<file path="src/rtl/alu_issue_stage.sv">
// alu_issue_stage
// Decode/issue register that sits directly in front of the ALU. It decodes
// RV32I OP, OP-IMM, LUI and AUIPC, selects the two ALU operands (with an
// optional writeback bypass), builds the 4-bit ALU control code and holds the
// result in a one-entry pipeline register whose outputs feed the ALU.
//
// Handshake (both sides use strict valid/ready):
//   - A transfer happens on a rising edge when valid and ready are both high.
//   - Upstream: in_valid/in_ready. in_ready = !out_valid | out_ready, so it
//     never depends on in_valid. An accepted word is registered at that edge.
//   - Downstream: out_valid/out_ready. While out_valid & !out_ready every
//     output is frozen. Once out_valid rises it stays high until out_ready
//     (or flush/reset) retires it.
//   - flush drops the held entry and refuses the incoming one; reset beats
//     flush, flush beats in_valid.
//   - Data outputs keep their last value when out_valid falls.
module alu_issue_stage #(
  parameter int XLEN      = 32,   // only 32 is supported
  parameter bit BYPASS_EN = 1'b1  // 1: forward wb_data on a register match
) (
  input  logic            clk,
  input  logic            reset,
  input  logic            in_valid,
  output logic            in_ready,
  input  logic [31:0]     instr,
  input  logic [XLEN-1:0] pc,
  input  logic [XLEN-1:0] rs1_data,
  input  logic [XLEN-1:0] rs2_data,
  input  logic            wb_valid,
  input  logic [4:0]      wb_rd,
  input  logic [XLEN-1:0] wb_data,
  input  logic            flush,
  output logic            out_valid,
  input  logic            out_ready,
  output logic [XLEN-1:0] srca,
  output logic [XLEN-1:0] srcb,
  output logic [3:0]      ALU_control,
  output logic [4:0]      rd,
  output logic            illegal
);

  // Major opcodes handled here
  localparam logic [6:0] OPC_OP     = 7'b0110011;
  localparam logic [6:0] OPC_OP_IMM = 7'b0010011;
  localparam logic [6:0] OPC_LUI    = 7'b0110111;
  localparam logic [6:0] OPC_AUIPC  = 7'b0010111;

  // funct7 patterns
  localparam logic [6:0] F7_BASE = 7'b0000000;
  localparam logic [6:0] F7_ALT  = 7'b0100000;

  // funct3 values that need special handling
  localparam logic [2:0] F3_ADD_SUB = 3'b000;
  localparam logic [2:0] F3_SLL     = 3'b001;
  localparam logic [2:0] F3_SRL_SRA = 3'b101;

  // ALU control codes
  localparam logic [3:0] ALU_ADD = 4'b0000;
  localparam logic [3:0] ALU_SUB = 4'b1001;
  localparam logic [3:0] ALU_SLL = 4'b0001;
  localparam logic [3:0] ALU_SRL = 4'b0101;
  localparam logic [3:0] ALU_SRA = 4'b1101;

  // Instruction fields
  logic [6:0] opcode;
  logic [4:0] rd_f;
  logic [2:0] funct3;
  logic [4:0] rs1_idx;
  logic [4:0] rs2_idx;
  logic [6:0] funct7;

  assign opcode  = instr[6:0];
  assign rd_f    = instr[11:7];
  assign funct3  = instr[14:12];
  assign rs1_idx = instr[19:15];
  assign rs2_idx = instr[24:20];
  assign funct7  = instr[31:25];

  // Immediates
  logic [XLEN-1:0] imm_i;
  logic [XLEN-1:0] imm_u;
  logic [XLEN-1:0] shamt_ext;

  assign imm_i     = {{(XLEN-12){instr[31]}}, instr[31:20]};
  assign imm_u     = {instr[31:12], 12'b0};
  assign shamt_ext = {{(XLEN-5){1'b0}}, instr[24:20]};

  // Pipeline register state
  logic            valid_q,   valid_d;
  logic [XLEN-1:0] srca_q,    srca_d;
  logic [XLEN-1:0] srcb_q,    srcb_d;
  logic [3:0]      ctl_q,     ctl_d;
  logic [4:0]      rd_q,      rd_d;
  logic            illegal_q, illegal_d;

  // Handshake
  logic accept;

  assign in_ready = !valid_q || out_ready;
  assign accept   = in_valid && in_ready && !flush;

  // Bypass match terms; wb_rd == 0 never forwards because x0 is hardwired.
  logic fwd_rs1;
  logic fwd_rs2;

  assign fwd_rs1 = BYPASS_EN && wb_valid && (wb_rd != 5'd0) && (wb_rd == rs1_idx);
  assign fwd_rs2 = BYPASS_EN && wb_valid && (wb_rd != 5'd0) && (wb_rd == rs2_idx);

  // Effective source register values: x0 reads zero, then bypass, then regfile
  logic [XLEN-1:0] rs1_val;
  logic [XLEN-1:0] rs2_val;

  // Resolve source operand values
  always_comb begin
    rs1_val = rs1_data;
    rs2_val = rs2_data;
    if (rs1_idx == 5'd0) begin
      rs1_val = '0;
    end else if (fwd_rs1) begin
      rs1_val = wb_data;
    end
    if (rs2_idx == 5'd0) begin
      rs2_val = '0;
    end else if (fwd_rs2) begin
      rs2_val = wb_data;
    end
  end

  // Decoded operation, before registering
  logic            dec_legal;
  logic [XLEN-1:0] dec_srca;
  logic [XLEN-1:0] dec_srcb;
  logic [3:0]      dec_ctl;

  // Decode opcode/funct fields into operands and ALU code
  always_comb begin
    dec_legal = 1'b0;
    dec_srca  = '0;
    dec_srcb  = '0;
    dec_ctl   = ALU_ADD;
    unique case (opcode)
      OPC_OP: begin
        dec_srca = rs1_val;
        dec_srcb = rs2_val;
        if (funct7 == F7_BASE) begin
          dec_legal = 1'b1;
          dec_ctl   = {1'b0, funct3};
        end else if (funct7 == F7_ALT && funct3 == F3_ADD_SUB) begin
          // {1, 000} is re-coded so SUB has its own distinct code
          dec_legal = 1'b1;
          dec_ctl   = ALU_SUB;
        end else if (funct7 == F7_ALT && funct3 == F3_SRL_SRA) begin
          dec_legal = 1'b1;
          dec_ctl   = ALU_SRA;
        end
      end
      OPC_OP_IMM: begin
        dec_srca = rs1_val;
        if (funct3 == F3_SLL) begin
          dec_srcb  = shamt_ext;
          dec_ctl   = ALU_SLL;
          dec_legal = (funct7 == F7_BASE);
        end else if (funct3 == F3_SRL_SRA) begin
          dec_srcb = shamt_ext;
          if (funct7 == F7_BASE) begin
            dec_legal = 1'b1;
            dec_ctl   = ALU_SRL;
          end else if (funct7 == F7_ALT) begin
            dec_legal = 1'b1;
            dec_ctl   = ALU_SRA;
          end
        end else begin
          // Non-shift immediates use funct3 directly (ADDI -> ADD)
          dec_legal = 1'b1;
          dec_srcb  = imm_i;
          dec_ctl   = {1'b0, funct3};
        end
      end
      OPC_LUI: begin
        dec_legal = 1'b1;
        dec_srca  = '0;
        dec_srcb  = imm_u;
        dec_ctl   = ALU_ADD;
      end
      OPC_AUIPC: begin
        dec_legal = 1'b1;
        dec_srca  = pc;
        dec_srcb  = imm_u;
        dec_ctl   = ALU_ADD;
      end
      default: begin
        dec_legal = 1'b0;
      end
    endcase
  end

  // Next-state of the pipeline register: flush, load, drain or hold
  always_comb begin
    valid_d   = valid_q;
    srca_d    = srca_q;
    srcb_d    = srcb_q;
    ctl_d     = ctl_q;
    rd_d      = rd_q;
    illegal_d = illegal_q;
    if (flush) begin
      valid_d = 1'b0;
    end else if (accept) begin
      valid_d = 1'b1;
      if (dec_legal) begin
        srca_d    = dec_srca;
        srcb_d    = dec_srcb;
        ctl_d     = dec_ctl;
        rd_d      = rd_f;
        illegal_d = 1'b0;
      end else begin
        // Undecodable words still issue, as a harmless flagged ADD 0+0 -> x0
        srca_d    = '0;
        srcb_d    = '0;
        ctl_d     = ALU_ADD;
        rd_d      = 5'd0;
        illegal_d = 1'b1;
      end
    end else if (out_ready) begin
      valid_d = 1'b0;
    end
  end

  // Pipeline register with synchronous reset
  always_ff @(posedge clk) begin
    if (reset) begin
      valid_q   <= 1'b0;
      srca_q    <= '0;
      srcb_q    <= '0;
      ctl_q     <= ALU_ADD;
      rd_q      <= 5'd0;
      illegal_q <= 1'b0;
    end else begin
      valid_q   <= valid_d;
      srca_q    <= srca_d;
      srcb_q    <= srcb_d;
      ctl_q     <= ctl_d;
      rd_q      <= rd_d;
      illegal_q <= illegal_d;
    end
  end

  assign out_valid   = valid_q;
  assign srca        = srca_q;
  assign srcb        = srcb_q;
  assign ALU_control = ctl_q;
  assign rd          = rd_q;
  assign illegal     = illegal_q;

endmodule

</file>
<file path="config.mk">
export PLATFORM = sky130hd
export DESIGN_NAME = alu_issue_stage
export DESIGN_NICKNAME = d
export VERILOG_FILES = /design/src/rtl/alu_issue_stage.sv
export SDC_FILE = /design/constraint.sdc
export NUM_CORES = 1
export LEC_CHECK = 0
export CAP_MARGIN = 10
export CORE_MARGIN = 10
export CORE_UTILIZATION = 38
export CTS_CLUSTER_DIAMETER = 30
export DETAILED_ROUTE_END_ITERATION = 8
export GPL_TIMING_DRIVEN = 0
export HOLD_SLACK_MARGIN = 0.12
export PLACE_DENSITY = 0.78
export SLEW_MARGIN = 15
export SYNTH_ARGS = -nofsm -noshare
export SYNTH_HDL_FRONTEND = slang
export SYNTH_SLANG_ARGS = --single-unit
export TNS_END_PERCENT = 50
</file>
<file path="constraint.sdc">
create_clock -name clk -period 2.1 [get_ports clk]
set_clock_uncertainty 0.2 [all_clocks]
set_input_delay 0.42 -clock clk [delete_from_list [all_inputs] [get_ports clk]]
set_output_delay 0.42 -clock clk [all_outputs]
set_load 0.05 [all_outputs]
</file>
==> results.tsv, run 1 <==
stage	metric	value	unit
place	PortBufs	244	
logic_synthesis	Synth Cell Area	5250	sq um
pwr	NetSw	0.00110	W
route	Vias/cell	5.87	
timing	final hold vios	0	
timing	Max-slew headroom	39.7	%
clock_tree	CTS tree	done	
layout	final core utilization	67.2	%
global_route	All-Layer GR Usage	25.2	%
timing	worst slew pin tran	0.905	ns
critical_path	Critical Setup Path Class	in -> reg	
logic_synthesis	Post-Syn Nets	789	
logic_synthesis	Yosys cell types	41	
route	Routed Antenna Nets	0	
critical_path	Setup crit end kind	register	
logic_synthesis	Synth Flop Type	dfxtp_1	
die	cell row count	42	
flow_run	# Max-Cap Violations	0	
route	via count	6425	
route	initial DRC count	515	
timing	worst setup margin	-0.0757	ns
pwr	PD cells	431	nW/um^2
logic_synthesis	Seq/Total Area, Yosys	28.6	%
critical_path	Critical Path RT	2.09	ns
route	Remaining DRCs	0	
layout	commonest cells after routing, fill and taps aside	134 x clkdlybuf4s50_1, 94 x dlygate4sd2_1, 74 x dfxtp_1, 74 x a21boi_0, 73 x nand2_1	
pwr	combinational group share of total power	21.3	%
logic_synthesis	Warnings, synthesis	0	
die	total die area	18900	sq um
logic_synthesis	Yosys reg bits	75	
global_route	largest net degree at the start of global routing	15	
logic_synthesis	post-synth top area share	28.6	%
place	HPWL after DPL	18.8	mm
die	DIE HEIGHT	137	um
critical_path	kind of start point of the critical path	input port	
global_route	antenna violations before repair	0	
clock_tree	Hold Buf Count CTS	0	
route	DR WL/cell	23.3	um
clock_tree	H-tree depth	3	
timing	Max Freq	0.460	GHz
clock_tree	worst-skew pair later-pin latency	0.35	ns
pwr	leak pwr	3.72	nW
pwr	sequential power share	36.7	%
pwr	maximum vdd ir drop	0.000466	V
pwr	Clk network pwr share	42.0	%
logic_synthesis	post-synth top area cell	dfxtp_1	
clock_tree	root buffer cell	clkbuf_16	
layout	nets@finish	1083	
timing	Final Slew Violations	0	
die	total I/O pin count	247	
global_route	first-pass GRT wire length	36.7	mm
logic_synthesis	ranking of synthesized cells by area	dfxtp_1 29%, a221oi_2 14%, a21boi_0 14%	
timing	Finish-stage setup viols	32	
critical_path	Arr. time, crit path	2.17	ns
layout	fillers	1130	
logic_synthesis	Synth Instances	618	
layout	commonest non-fill, non-tap cell in the layout	clkdlybuf4s50_1	
route	Detailed Routing Iterations Pass 1	5	
timing	Period Utilization, post-route	104	%
global_route	vias in the first global route	6486	
status	failing checks	setup timing	
place	Post-DP Area	7920	sq um
route	Post-Route WL	25.5	mm
clock_tree	number of CTS-inserted buffers	9	
layout	design area	9000	sq um
pwr	switch share	28.4	%
logic_synthesis	Synth async-reset ratio	0	%
logic_synthesis	number of synthesized flops with an enable pin	0	
pwr	Power Internal	0.00278	W
layout	fraction of layout cells with a size suffix above 1	23.2	%
global_route	gr ovfl total	0	
clock_tree	clock-pin slew on the worst setup and hold paths	0.07	ns
clock_tree	clock sink count	75	
critical_path	peak fanout along the critical path	10	
timing	min Tclk post-route	2.18	ns
worst_hold_path	HP Class	reg -> reg	
logic_synthesis	Post-Syn Area per Cell	8.49	sq um
layout	Layout area overhead	71.7	%
die	initial core utilization	39.1	%
die	Die X	137	um
clock_tree	Max Buffers Root-to-Sink	2	
place	GPL Wtd Cong	0.890	
timing	RSZ-0062 raised after global routing	true	
die	core area	13400	sq um
status	status	finished with violations	
Yosys cell counts, types with 3 or more instances:
library cell	n
nor2_1	5
clkbuf_1	58
a22oi_1	11
xor2_1	4
nand2_1	74
inv_1	4
nand2b_1	4
a21oi_1	13
o21ai_0	6
a221oi_1	35
a21boi_0	96
nand3_1	3
and2_1	3
dfxtp_1	75
xnor2_1	6
nor2b_1	3
and3_1	66
o21ai_1	67
a221oi_2	50
buf_6	6
worst max-delay path: stages:
cell           delay, ns
dlygate4sd2_1       0.33
or4_1               0.57
o21ai_1             0.25
nor2_4              0.06
buf_12              0.14
buf_6               0.13
o21ai_1             0.16
a221oi_2            0.09
final timing paths:
check / slack, ns / cells after the start / start / endpoint
min reg2reg: 0.25 / 2 / rd[4]$_SDFFE_PP0P_ / rd[4]$_SDFFE_PP0P_
max reg2reg: 0.19 / 7 / out_valid$_SDFFE_PP0P_ / srcb[2]$_SDFFE_PP0P_
max: -0.08 / 8 / instr[20] / srcb[2]$_SDFFE_PP0P_
min: 0.25 / 2 / rd[4]$_SDFFE_PP0P_ / rd[4]$_SDFFE_PP0P_
power groups by stage:
stage               clock network [W]  logic, W  registers [W]
finish                        0.00163  0.000826        0.00143
global route                  0.00170  0.000873        0.00143
CTS                           0.00164  0.000782        0.00143
detailed placement                  0  0.000714        0.00146
global placement                    0  0.000711        0.00146
floorplan                           0  0.000251        0.00147
final cells by class:
cell class / count / area [sq um] / share of cell area, %
antenna: 1 / 2.50 / 0.0278
multi-input combinational: 473 / 3710 / 41.2
timing repair buffer: 286 / 2760 / 30.7
inverter: 4 / 15.0 / 0.167
tap: 176 / 220 / 2.45
sequential: 75 / 1500 / 16.7
buffer: 63 / 488 / 5.42
clock buffer: 9 / 225 / 2.50
clock inverter: 7 / 75.1 / 0.834
metal layers:
metal  global-route usage, %  up-vias  part of all wire, %
li1                        -     2983                    -
met3                    9.43       59                   12
met1                    29.3     3049                   38
met4                    8.84        0                  3.0
met5                       0        -                    0
met2                    41.4      334                   47
stage by stage:
stage | hold slack, ns | worst slack (ns) | TNS (ns) | instances | power (W)
detailed placement | 0.245 | -1.21 | -82.55 | 1038 | 0.00217
floorplan | 0.285 | -0.270 | -16.12 | 618 | 0.00172
finish | 0.252 | -0.0757 | -0.660 | 1094 | 0.00388
global route | 0.280 | -0.0951 | -3.29 | 1093 | 0.00400
CTS | 0.248 | 0.000272 | 0 | 1081 | 0.00385
global placement | 0.240 | -1.20 | -82.43 | 1038 | 0.00217
registers in the layout, summed over array words and instances (netlist names):
register,cells
rd,5
out_valid,1
illegal,1
ALU_control,4
srca,32
srcb,32
kinds of logic (layout without fill, tap and decap cells):
family | Yosys count | in the layout | synth area share [%]
AO/OA/AOI/OAI | 289 | 289 | 45.9
AND/OR/NAND/NOR | 174 | 174 | 17.9
flip-flops | 75 | 75 | 28.6
buffers and inverters | 70 | 369 | 5.89
XOR/XNOR | 10 | 10 | 1.67
other | 0 | 1 | 0
timing repair:
action                     4_1_cts  5_1_grt
setup buffers                   27        9
pin swaps                       17       20
gates cloned                     3        3
resized for setup              228       99
setup endpoints to repair      150       65
(Power assumes the default switching activity.)
==> run 2: changes to the inputs <==
--- a/config.mk
+++ b/config.mk
@@ -10,11 +10,11 @@
 export CORE_UTILIZATION = 38
 export CTS_CLUSTER_DIAMETER = 30
 export DETAILED_ROUTE_END_ITERATION = 8
-export GPL_TIMING_DRIVEN = 0
+export GPL_TIMING_DRIVEN = 1
 export HOLD_SLACK_MARGIN = 0.12
 export PLACE_DENSITY = 0.78
 export SLEW_MARGIN = 15
 export SYNTH_ARGS = -nofsm -noshare
 export SYNTH_HDL_FRONTEND = slang
 export SYNTH_SLANG_ARGS = --single-unit
-export TNS_END_PERCENT = 50
+export TNS_END_PERCENT = 10
==> results.tsv, run 2 (synthesis results as in run 1) <==
stage	metric	value	unit	change
critical_path	slowest CP cell	nor4_4		was or4_1
global_route	vias in the first global route	6944		was 6486
pwr	switch share	27.1	%	was 28.4%
pwr	Design Power	0.00400	W	was 0.00388 W
critical_path	kind of start point of the critical path	input port		unchanged
route	initial DRC count	608		was 515
status	status	completed		was finished with violations
place	GPL Wtd Cong	0.910		was 0.890
place	HPWL after DPL	18.9	mm	was 18.8 mm
layout	Finished Layout Cells	1134		was 1094
global_route	first-pass GRT wire length	38.4	mm	was 36.7 mm
layout	final core utilization	71.8	%	was 67.2%
pwr	Power Internal	0.00291	W	was 0.00278 W
die	DIE HEIGHT	137	um	unchanged
flow_run	# Max-Cap Violations	0		unchanged
clock_tree	clock sink count	75		unchanged
layout	FF+latch area	1500	sq um	unchanged
global_route	gr ovfl total	0		unchanged
pwr	leak pwr	3.83	nW	was 3.72 nW
global_route	antenna violations before repair	2		was 0
timing	worst slew pin tran	0.509	ns	was 0.905 ns
clock_tree	number of CTS-inserted buffers	9		unchanged
critical_path	WP buf/inv	3		unchanged
critical_path	Levels on crit path	8		unchanged
timing	Period Utilization, post-route	98.6	%	was 104%
timing	min Tclk post-route	2.07	ns	was 2.18 ns
layout	commonest cells after routing, fill and taps aside	174 x buf_4, 134 x clkdlybuf4s50_1, 86 x a21boi_0		was 134 x clkdlybuf4s50_1, 94 x dlygate4sd2_1, 74 x dfxtp_1, 74 x a21boi_0, 73 x nand2_1
critical_path	Arr. time, crit path	2.13	ns	was 2.17 ns
clock_tree	H-tree depth	3		unchanged
critical_path	r2r setup slk	0.22	ns	was 0.19 ns
clock_tree	worst-skew pair later-pin latency	0.34	ns	was 0.35 ns
route	DR WL/cell	23.4	um	was 23.3 um
pwr	combinational group share of total power	25.0	%	was 21.3%
critical_path	crit path cell chain	buf_8 > nor4_4 > nand4b_1 > nor4_4 > nor2_4 > buf_12 > buf_16 > a221oi_4		was dlygate4sd2_1 > or4_1 > o21ai_1 > nor2_4 > buf_12 > buf_6 > o21ai_1 > a221oi_2
critical_path	crit path to	srcb[29]$_SDFFE_PP0P_		was srcb[2]$_SDFFE_PP0P_
route	Vias/cell	5.93		was 5.87
die	total I/O pin count	247		unchanged
pwr	PD cells	415	nW/um^2	was 431 nW/um^2
critical_path	FF-to-FF End	srca[6]$_SDFFE_PP0P_		was srcb[2]$_SDFFE_PP0P_
timing	Final Slew Violations	0		unchanged
layout	fillers	1016		was 1130
pwr	maximum vdd ir drop	0.000359	V	was 0.000466 V
critical_path	peak fanout along the critical path	7		was 10
timing	Max-slew headroom	66.1	%	was 39.7%
critical_path	Critical Path RT	2.16	ns	was 2.09 ns
critical_path	CP max stage delay	0.38	ns	was 0.57 ns
critical_path	worst r2r path cells	7		unchanged
route	Routed Antenna Nets	0		unchanged
timing	Max Freq	0.483	GHz	was 0.460 GHz
route	via count	6722		was 6425
layout	area of the multi-input gates	3740	sq um	was 3710 sq um
place	PortBufs	246		was 244
critical_path	crit path launch	instr[25]		was instr[20]
die	cell row count	42		unchanged
critical_path	Setup crit end kind	register		unchanged
pwr	NetSw	0.00108	W	was 0.00110 W
layout	Layout area overhead	83.6	%	was 71.7%
critical_path	Critical Setup Path Class	in -> reg		unchanged
critical_path	Top delay family on crit path	simple AND/OR/NAND/NOR gates		unchanged
clock_tree	Max Buffers Root-to-Sink	2		unchanged
clock_tree	root buffer cell	clkbuf_16		unchanged
layout	nets@finish	1122		was 1083
critical_path	cell repeated most along the worst path	nor4_4		was o21ai_1
pwr	Clk network pwr share	39.3	%	was 42.0%
place	dpl ws	-0.881	ns	was -1.21 ns
clock_tree	CTS tree	done		unchanged
place	Post-Place Cells	1083		was 1038
timing	final hold vios	0		unchanged
layout	fraction of layout cells with a size suffix above 1	35.9	%	was 23.2%
die	core area	13400	sq um	unchanged
worst_hold_path	HP Class	reg -> reg		unchanged
critical_path	worst reg2reg path startpoint	out_valid$_SDFFE_PP0P_		unchanged
pwr	sequential power share	35.7	%	was 36.7%
layout	commonest non-fill, non-tap cell in the layout	buf_4		was clkdlybuf4s50_1
global_route	All-Layer GR Usage	26.1	%	was 25.2%
timing	worst setup margin	0.0293	ns	was -0.0757 ns
die	total die area	18900	sq um	unchanged
timing	RSZ-0062 raised after global routing	true		unchanged
route	Remaining DRCs	0		unchanged
die	Die X	137	um	unchanged
timing	Finish-stage setup viols	0		was 32
clock_tree	clock-pin slew on the worst setup and hold paths	0.07	ns	about the same
route	Detailed Routing Iterations Pass 1	5		unchanged
global_route	largest net degree at the start of global routing	40		was 15
route	Post-Route WL	26.5	mm	was 25.5 mm
die	initial core utilization	39.1	%	unchanged
[run 2: worst min path at each step]
stage                             endpoint               start  depth (start not counted)
floorplan           out_valid$_SDFFE_PP0P_               flush                          1
global route            rd[2]$_SDFFE_PP0P_  rd[2]$_SDFFE_PP0P_                          2
finish                  rd[4]$_SDFFE_PP0P_  rd[4]$_SDFFE_PP0P_                          2
global placement        rd[1]$_SDFFE_PP0P_  rd[1]$_SDFFE_PP0P_                          2
detailed placement      rd[4]$_SDFFE_PP0P_  rd[4]$_SDFFE_PP0P_                          2
CTS                     rd[4]$_SDFFE_PP0P_  rd[4]$_SDFFE_PP0P_                          2
[run 2: metal layers]
metal	up-vias	wire, um	global-route usage (%)
met5	-	0	0
met4	0	1050	12.2
met3	64	2750	7.83
met2	378	12600	43.3
met1	3220	10200	30.0
li1	3060	-	-
[run 2: timing repair]
| item | CTS | global route |
|---|---|---|
| gates cloned | 7 | 3 |
| hold buffers | 0 | 0 |
| resized for setup | 79 | 72 |
| pin swaps | 19 | 22 |
| setup buffers | 18 | 9 |
| endpoints found under the setup margin | 74 | 65 |
[run 2: worst register-to-register path, cell delays in order (launching register included)]
cell and delay (ns):
dfxtp_2 0.35, nand2b_4 0.07, buf_6 0.12, nand4_1 0.12, o32ai_4 0.13, nor2_4 0.35, buf_6 0.30, a221oi_2 0.11
[run 2: per-stage QoR]
step	TNS, ns	cell area (sq um)	hold slack (ns)
after global placement	-52.88	8540	0.240
after floorplan	-16.12	5250	0.285
after CTS	-0.0226	9300	0.254
after detailed placement	-55.84	8540	0.247
after global routing	-0.0987	9630	0.273
final	0	9630	0.252
[run 2: power by group through the flow]
stage	Combinational (W)	Clock, W	Sequential [W]
floorplan	0.000251	0	0.00147
global placement	0.000836	0	0.00146
detailed placement	0.000848	0	0.00146
CTS	0.000920	0.00157	0.00143
global route	0.00104	0.00163	0.00143
finish	0.000998	0.00157	0.00143
[run 2: area by class of cell]
type | instances | share of cell area (%)
diodes | 2 | 0.0520
clock buffers | 15 | 2.99
clock inverters | 1 | 0.0520
inverters | 4 | 0.156
multi-input cells | 473 | 38.9
flip-flops and latches | 75 | 15.6
well taps | 176 | 2.29
repair buffers | 388 | 40.0
